[src/rtl/moving_block_renderer.sv]
// Paints one solid rectangle over a background on the VGA pixel stream; the rectangle
// steps once per MOVE_DIV frames, either under button control or bouncing between bounds.
module moving_block_renderer #(
  parameter int          HALF_W    = 150,
  parameter int          HALF_H    = 90,
  parameter logic [11:0] COLOR     = 12'h0F0,
  parameter int          START_X   = 450,
  parameter int          START_Y   = 150,
  parameter int          X_MIN     = 294,
  parameter int          X_MAX     = 633,
  parameter int          Y_MIN     = 125,
  parameter int          Y_MAX     = 425,
  parameter int          STEP      = 2,
  parameter int          MOVE_DIV  = 1,
  parameter int          TICK_LINE = 516
) (
  input  logic        clk,
  input  logic        rst,
  input  logic        bright,
  input  logic [9:0]  hCount,
  input  logic [9:0]  vCount,
  input  logic [11:0] background,
  input  logic        mode,
  input  logic        pause,
  input  logic        btn_u,
  input  logic        btn_d,
  input  logic        btn_l,
  input  logic        btn_r,
  output logic [11:0] rgb,
  output logic [9:0]  xpos,
  output logic [9:0]  ypos,
  output logic        hit_edge
);

  localparam logic [10:0] STEP_W   = 11'(STEP);
  localparam logic [10:0] HW       = 11'(HALF_W);
  localparam logic [10:0] HH       = 11'(HALF_H);
  localparam logic [10:0] XMIN_W   = 11'(X_MIN);
  localparam logic [10:0] XMAX_W   = 11'(X_MAX);
  localparam logic [10:0] YMIN_W   = 11'(Y_MIN);
  localparam logic [10:0] YMAX_W   = 11'(Y_MAX);
  localparam logic [15:0] DIV_LAST = 16'(MOVE_DIV - 1);

  logic        cond, cond_q, tick, step;
  logic [15:0] fdiv_q, fdiv_d;
  logic [9:0]  x_q, x_d, y_q, y_d;
  logic        dir_x_q, dir_x_d, dir_y_q, dir_y_d;
  logic        hit_q, hit_d;
  logic [11:0] rgb_q, rgb_d;
  logic [12:0] ax_x, ax_y;
  logic        fill;
  logic [10:0] h11, v11, x11, y11;

  // One axis step, all in 11 bits. Result packs {hit, new_dir, new_pos}; dir 1 means +STEP.
  function automatic logic [12:0] axis_step(input logic [9:0] pos, input logic dir,
                                            input logic bounce, input logic inc,
                                            input logic dec, input logic [10:0] lo,
                                            input logic [10:0] hi);
    logic [10:0] p, up, dn, sel, res;
    logic        nd;
    p   = {1'b0, pos};
    up  = p + STEP_W;
    dn  = (p < STEP_W) ? 11'd0 : p - STEP_W;
    nd  = dir;
    sel = p;
    res = p;
    if (bounce) begin
      sel = dir ? up : dn;
      if (sel >= hi) begin
        res = hi;
        nd  = 1'b0;
      end else if (sel <= lo) begin
        res = lo;
        nd  = 1'b1;
      end else begin
        res = sel;
      end
    end else begin
      sel = (inc && !dec) ? up : (dec && !inc) ? dn : p;
      res = (sel < lo) ? lo : (sel > hi) ? hi : sel;
    end
    return {((res == lo) || (res == hi)) && ((res != p) || (nd != dir)), nd, res};
  endfunction

  // Rising-edge detect: hCount dwells on 0 for several clocks, but only the first counts.
  assign cond = (hCount == 10'd0) && (vCount == 10'(TICK_LINE));
  assign tick = cond && !cond_q;
  assign step = tick && !pause && (fdiv_q == DIV_LAST);

  assign ax_x = axis_step(x_q, dir_x_q, mode, btn_r, btn_l, XMIN_W, XMAX_W);
  assign ax_y = axis_step(y_q, dir_y_q, mode, btn_d, btn_u, YMIN_W, YMAX_W);

  assign h11  = {1'b0, hCount};
  assign v11  = {1'b0, vCount};
  assign x11  = {1'b0, x_q};
  assign y11  = {1'b0, y_q};
  assign fill = (h11 + HW >= x11) && (h11 <= x11 + HW) &&
                (v11 + HH >= y11) && (v11 <= y11 + HH);

  always_comb begin
    fdiv_d  = fdiv_q;
    x_d     = x_q;
    y_d     = y_q;
    dir_x_d = dir_x_q;
    dir_y_d = dir_y_q;
    hit_d   = 1'b0;
    rgb_d   = !bright ? 12'h000 : (fill ? COLOR : background);
    if (tick && !pause) begin
      fdiv_d = (fdiv_q == DIV_LAST) ? 16'd0 : fdiv_q + 16'd1;
    end
    if (step) begin
      x_d     = ax_x[9:0];
      y_d     = ax_y[9:0];
      dir_x_d = ax_x[11];
      dir_y_d = ax_y[11];
      hit_d   = ax_x[12] || ax_y[12];
    end
  end

  always_ff @(posedge clk) begin
    if (!rst) begin
      cond_q  <= 1'b0;
      fdiv_q  <= 16'd0;
      x_q     <= 10'(START_X);
      y_q     <= 10'(START_Y);
      dir_x_q <= 1'b1;
      dir_y_q <= 1'b1;
      hit_q   <= 1'b0;
      rgb_q   <= 12'h000;
    end else begin
      cond_q  <= cond;
      fdiv_q  <= fdiv_d;
      x_q     <= x_d;
      y_q     <= y_d;
      dir_x_q <= dir_x_d;
      dir_y_q <= dir_y_d;
      hit_q   <= hit_d;
      rgb_q   <= rgb_d;
    end
  end

  assign rgb      = rgb_q;
  assign xpos     = x_q;
  assign ypos     = y_q;
  assign hit_edge = hit_q;

endmodule
[config.mk]
export PLATFORM = sky130hd
export DESIGN_NAME = moving_block_renderer
export DESIGN_NICKNAME = d
export VERILOG_FILES = /design/src/rtl/moving_block_renderer.sv
export SDC_FILE = /design/constraint.sdc
export NUM_CORES = 1
export LEC_CHECK = 0
export BUFFER_PORTS_ARGS = -buffer_cell sky130_fd_sc_hd__buf_2
export CORE_ASPECT_RATIO = 0.6
export CORE_UTILIZATION = 35
export DETAILED_ROUTE_END_ITERATION = 6
export HOLD_SLACK_MARGIN = 0.02
export MAX_ROUTING_LAYER = met4
export PLACE_DENSITY = 0.63
export SYNTH_ARGS = -nofsm -noshare
export SYNTH_HDL_FRONTEND = slang
export SYNTH_SLANG_ARGS = --single-unit
export TNS_END_PERCENT = 5
[constraint.sdc]
create_clock -name clk -period 8.6 [get_ports clk]
set_clock_uncertainty 0.1 [all_clocks]
set_input_delay 0.43 -clock clk [delete_from_list [all_inputs] [get_ports clk]]
set_output_delay 0.43 -clock clk [all_outputs]
set_load 0.01 [all_outputs]
Yosys cells after proc, flatten, opt, wreduce, memory -nomap -nowiden:

Cells that the tools add are included.

* bits in registers: 52
* input port bits: 41
* output and inout port bits: 33
* logic and storage cells: 98

* $add $sub $neg: 9
* order comparisons: 14
* equal/unequal tests: 9
* multiplexer cells: 26
* bitwise logic cells: 2
* reduce and logical (&&, ||, !) cells: 29

Operators with widths (number)
* $mux W11: 18
* $add A10 B2 Y11 const B: 2
* $add A10 B7 Y11 const B: 2
* $add A10 B8 Y11 const B: 2
* $eq A11 B9 Y1 const B: 2
* $ge A11 B10 Y1: 2
* $le A10 B11 Y1: 2
* $ne A11 B10 Y1: 2
* $sub A10 B2 Y11 const B: 2
* $lt A10 B2 Y1 const B: 2
* $add A16 B1 Y16 const B: 1
* $logic_not A16 Y1: 1
* $mux W16: 1
* $logic_and A1 B1 Y1: 13
* $eq A11 B10 Y1 const B: 1
* $eq A11 B7 Y1 const B: 1
* $ge A11 B10 Y1 const B: 1
* $ge A11 B9 Y1 const B: 1
* $gt A11 B10 Y1 const B: 1
* $gt A11 B9 Y1 const B: 1
* $le A11 B7 Y1 const B: 1
* $le A11 B9 Y1 const B: 1
* $lt A11 B7 Y1 const B: 1
* $lt A11 B9 Y1 const B: 1
* 10 further kinds: 27

Logic depth before layout (Yosys ltp):

* depth in word-level cells: 12
* mapped depth: 16
* depth with buffers taken out: 14

Worst setup path before layout:

No wires, ideal clock.

* path type: reg-to-reg
* start point: register x_q[1], in the netlist xpos[1]
* end point: register hit_q, in the netlist hit_edge
* setup time: 0.133 ns
* arrival: 4.133 ns
* data required time: 8.367 ns
* setup slack: 4.234 ns
* stages on the path, launching flop included: 16
* period minus slack after synthesis: 4.366 ns
* path through: dfxtp_1 clkbuf_1 inv_2 ha_1 or3b_1 buf_2 nor3_1 mux2_2 mux2i_1 nand3_1 a221oi_2 a22oi_2 xnor2_1 or4_1 nor4_1 o31ai_1

* word-level cells in the longest chain between the ends: 12
* elaborated cells on any way between the ends: 27

RTL lines
* from (decl): line 46 `logic [9:0] x_q, x_d, y_q, y_d;`
* from (signal assigned): line 124 `x_q <= 10'(START_X);`
* $sub A10 B2 Y11 / $lt A10 B2 Y1 (equally long branches): line 63 `dn = (p < STEP_W) ? 11'd0 : p - STEP_W;`
* $mux W11: line 63
* $mux W11 (2 in a row): line 79 `sel = (inc && !dec) ? up : (dec && !inc) ? dn : p;`
* $gt A11 B10 Y1: line 80 `res = (sel < lo) ? lo : (sel > hi) ? hi : sel;`
* $mux W11 (2 in a row): line 80
* $mux W11: line 67 `if (bounce) begin`
* $eq A11 B9 Y1 (tied with other cells): line 82 `return {((res == lo) || (res == hi)) && ((res != p) || (nd != dir)), nd, res};`
* $logic_or A1 B1 Y1: line 82
* $logic_and A1 B1 Y1 (*): line 82
* $logic_or A1 B1 Y1 (*): line 116 `hit_d = ax_x[12] || ax_y[12];`
* to (signal assigned): line 137 `hit_q <= hit_d;`
* to (decl): line 48 `logic hit_q, hit_d;`

Mark *: on every way between the ends. The rest lies on a longest branch, timed or not.
A chain may end at the register's enable or synchronous reset.

Worst setup path after layout:

Same ends and word-level chain as after synthesis.

==> metrics <==
status finished, final reports clean; Synth top cells by count nand2_1, nor2_1, a21oi_1; Clk pin slew, worst setup/hold paths ~0.07 ns; clk_lat worst skew roughly 0.30 ns; Placer Congestion 1.03; HP Class input port to flip-flop; Initial Util 0.365; hold_buf cts 0; first-pass GRT wire length ~35000 um; DRC Markers 0; Synth Flop Type dfxtp_1; Critical Path AT between 4 and 5 ns; Post-synth EDFFs 0; CP endpoint kind flip-flop; Tcrit/Tclk final 0.572; clk root buf clkbuf_16; Worst-Margin Slew between 0.9 and 1 ns; Synth Area per Inst between 7 and 8 um2; Die Width 176 um; Design Power 0.000582 W; Max Fanout on Critical Path 16; Post-Syn Nets between 900 and 1000; critical path launch point xpos[1]; H-tree depth 2; Die H around 110 um; Worst IR Drop VDD roughly 81 uV; main area contributors after synthesis dfxtp_1, ha_1, xnor2_1, a21oi_1, nand2_1; Async S/R FF share, synth 0; Rows 37; switching power approximately 0.00016 W; Max-cap violations 0; Fillers roughly 1800; Syn Std Cell Area between 0.006 and 0.007 mm2; synth warn 0; Worst EP required between 8 and 9 ns; Iter 0 DRT Violations around 870; Leakage roughly 2.8 nW; Flop pwr share 0.419; post-DR vias/cell 6.17; max-slew violations 0; synthesis-stage register bit count 52; clk buf depth 2; n_diodes 0; Final TNS setup 0 ns; CORE AREA roughly 0.017 mm2; WL final around 22000 um; Inserted Clock Buffers 5; post-route ant nets 0; Clk pwr share 0.392; worst path cell trace inv_2 -> ha_1 -> or3b_1 -> nor3_1 -> mux2_2 -> mux2i_1 -> nand3_1 -> a221oi_2 -> a22oi_2 -> xnor2_1 -> or4_1 -> nor4_1 -> o31ai_1; RR Startpoint xpos[1]; Post-Syn Instances around 890; buffers and inverters on the worst path 1; GRT Overall Usage 0.239; Hold Vio Cnt, Final 0; WL/cell about 19 um; sequential area share after synthesis 0.163; vias slightly above 7000; count leader, synth nand2_1; Area Growth Syn to Fin 10.1%; TritonRoute pass-1 iters 7; critical path's largest stage delay roughly 0.65 ns; beginning of the worst hold path background[9]; combinational power share 0.189; fin nets roughly 1000; pin count of the biggest net entering global routing 31; switch share 0.268; Setup Fix Bufs, Post-CTS 0; # resized after CTS 0; Fmax ~200 MHz; HPWL Detailed about 17000 um; layout cell share with drive strength beyond 1 0.133; count of cell types in the netlist 90; TritonCTS Sinks 52; CTS tree yes; placed cells around 1100; CP top delay family simple AND/OR/NAND/NOR gates; Final Non-Filler Cells between 1000 and 1500; Die Area 0.0188 mm2; vias in the first global route 6290; crit start category flip-flop; Synth top area share 0.163; Crit-path slowest cell a221oi_2; Relative slew margins 0.349; P_int ~0.00043 W; crit path kind flip-flop to flip-flop; grt total ovfl 0; Tmin final between 4 and 5 ns; RSZ-0062 raised after global routing false; Final setup viols 0; PortBufs between 70 and 80; Power Dens Cells around 83 mW/mm2; io pins 74; initial antenna violation count 0; top cell type by total area after synthesis dfxtp_1
[layer usage]
metal	share of wire	track usage
met4	0.0082	0.0304
met3	0.15	0.0919
met2	0.36	0.287
met1	0.49	0.365
met5	0	-
[worst register-to-register path, cell delays in order (launching register included)]
cell and delay, ns:
dfxtp_1 0.47, inv_2 0.26, ha_1 0.38, or3b_1 0.49, nor3_1 0.19, mux2_2 0.37, mux2i_1 0.38, nand3_1 0.16
a221oi_2 0.65, a22oi_2 0.25, xnor2_1 0.18, or4_1 0.53, nor4_1 0.27, o31ai_1 0.11
[path summary, 6_finish.rpt]
check,depth (start not counted),slack (ns),to
hold reg to reg,2,0.41,fdiv_q[13]
setup / recovery,13,3.68,hit_edge
setup reg to reg,13,3.68,hit_edge
hold / removal,2,0.25,rgb[9]
[sequential cells by signal (all words and copies together), names as in the netlist]
signal    cells
dir_x_q       1
xpos         10
ypos         10
rgb          12
hit_edge      1
fdiv_q       16
cond_q        1
dir_y_q       1
[power by group through the flow]
| stage | Sequential, W | Combinational [W] | Clock [W] |
|---|---|---|---|
| 2_1_floorplan | 0.000251 | 0.0000693 | 0 |
| 5_1_grt | 0.000244 | 0.000122 | 0.000245 |
| 3_3_place_gp | 0.000249 | 0.000107 | 0 |
| 4_1_cts | 0.000244 | 0.000108 | 0.000236 |
| 6_report | 0.000244 | 0.000110 | 0.000228 |
| 3_5_place_dp | 0.000249 | 0.000107 | 0 |
[through the flow]
stage                      util  setup WS (ns)  area (um2)  hold slack (ns)
after detailed placement  0.392           3.78        6840            0.396
after global placement    0.392           3.88        6840            0.377
after CTS                 0.402           3.76        7010            0.248
after global routing      0.402           3.39        7010            0.246
final                     0.402           3.68        7010            0.254
after floorplan               -           4.23        6370            0.358
[cell families after synthesis]
group,count (synthesis),synth area share
AO/OA/AOI/OAI,269,0.300
XOR/XNOR,58,0.0797
adder cells (fa/ha/maj),46,0.0904
buffers and inverters,103,0.0644
flip-flops,52,0.163
multiplexers,5,0.00825
AND/OR/NAND/NOR,355,0.293
[cell usage in the layout (no fill, tap or decap), types with 8 or more instances in the layout]
cell type / n
nor2b_1: 14
or3_1: 8
and3_1: 19
buf_4: 8
nor2_1: 64
xor2_1: 19
o21a_1: 18
o21ai_0: 43
ha_1: 46
a21oi_1: 62
nand2b_1: 13
nand3_1: 34
dfxtp_1: 52
nand2_1: 82
nand4_1: 14
xnor2_1: 39
buf_2: 73
a31oi_1: 13
nor3_1: 31
a21o_1: 12
a211oi_1: 11
nor4_1: 27
inv_1: 40
o31ai_1: 8
[area by class of cell]
type                    count  area (um2)  area share
multi-input cells         733        4920       0.702
flip-flops and latches     52        1040       0.148
repair buffers             81         425      0.0607
well taps                 234         293      0.0418
inverters                  44         165      0.0236
clock buffers               6         129      0.0184
clock inverters             2        38.8     0.00553
(Power assumes the default switching activity.)
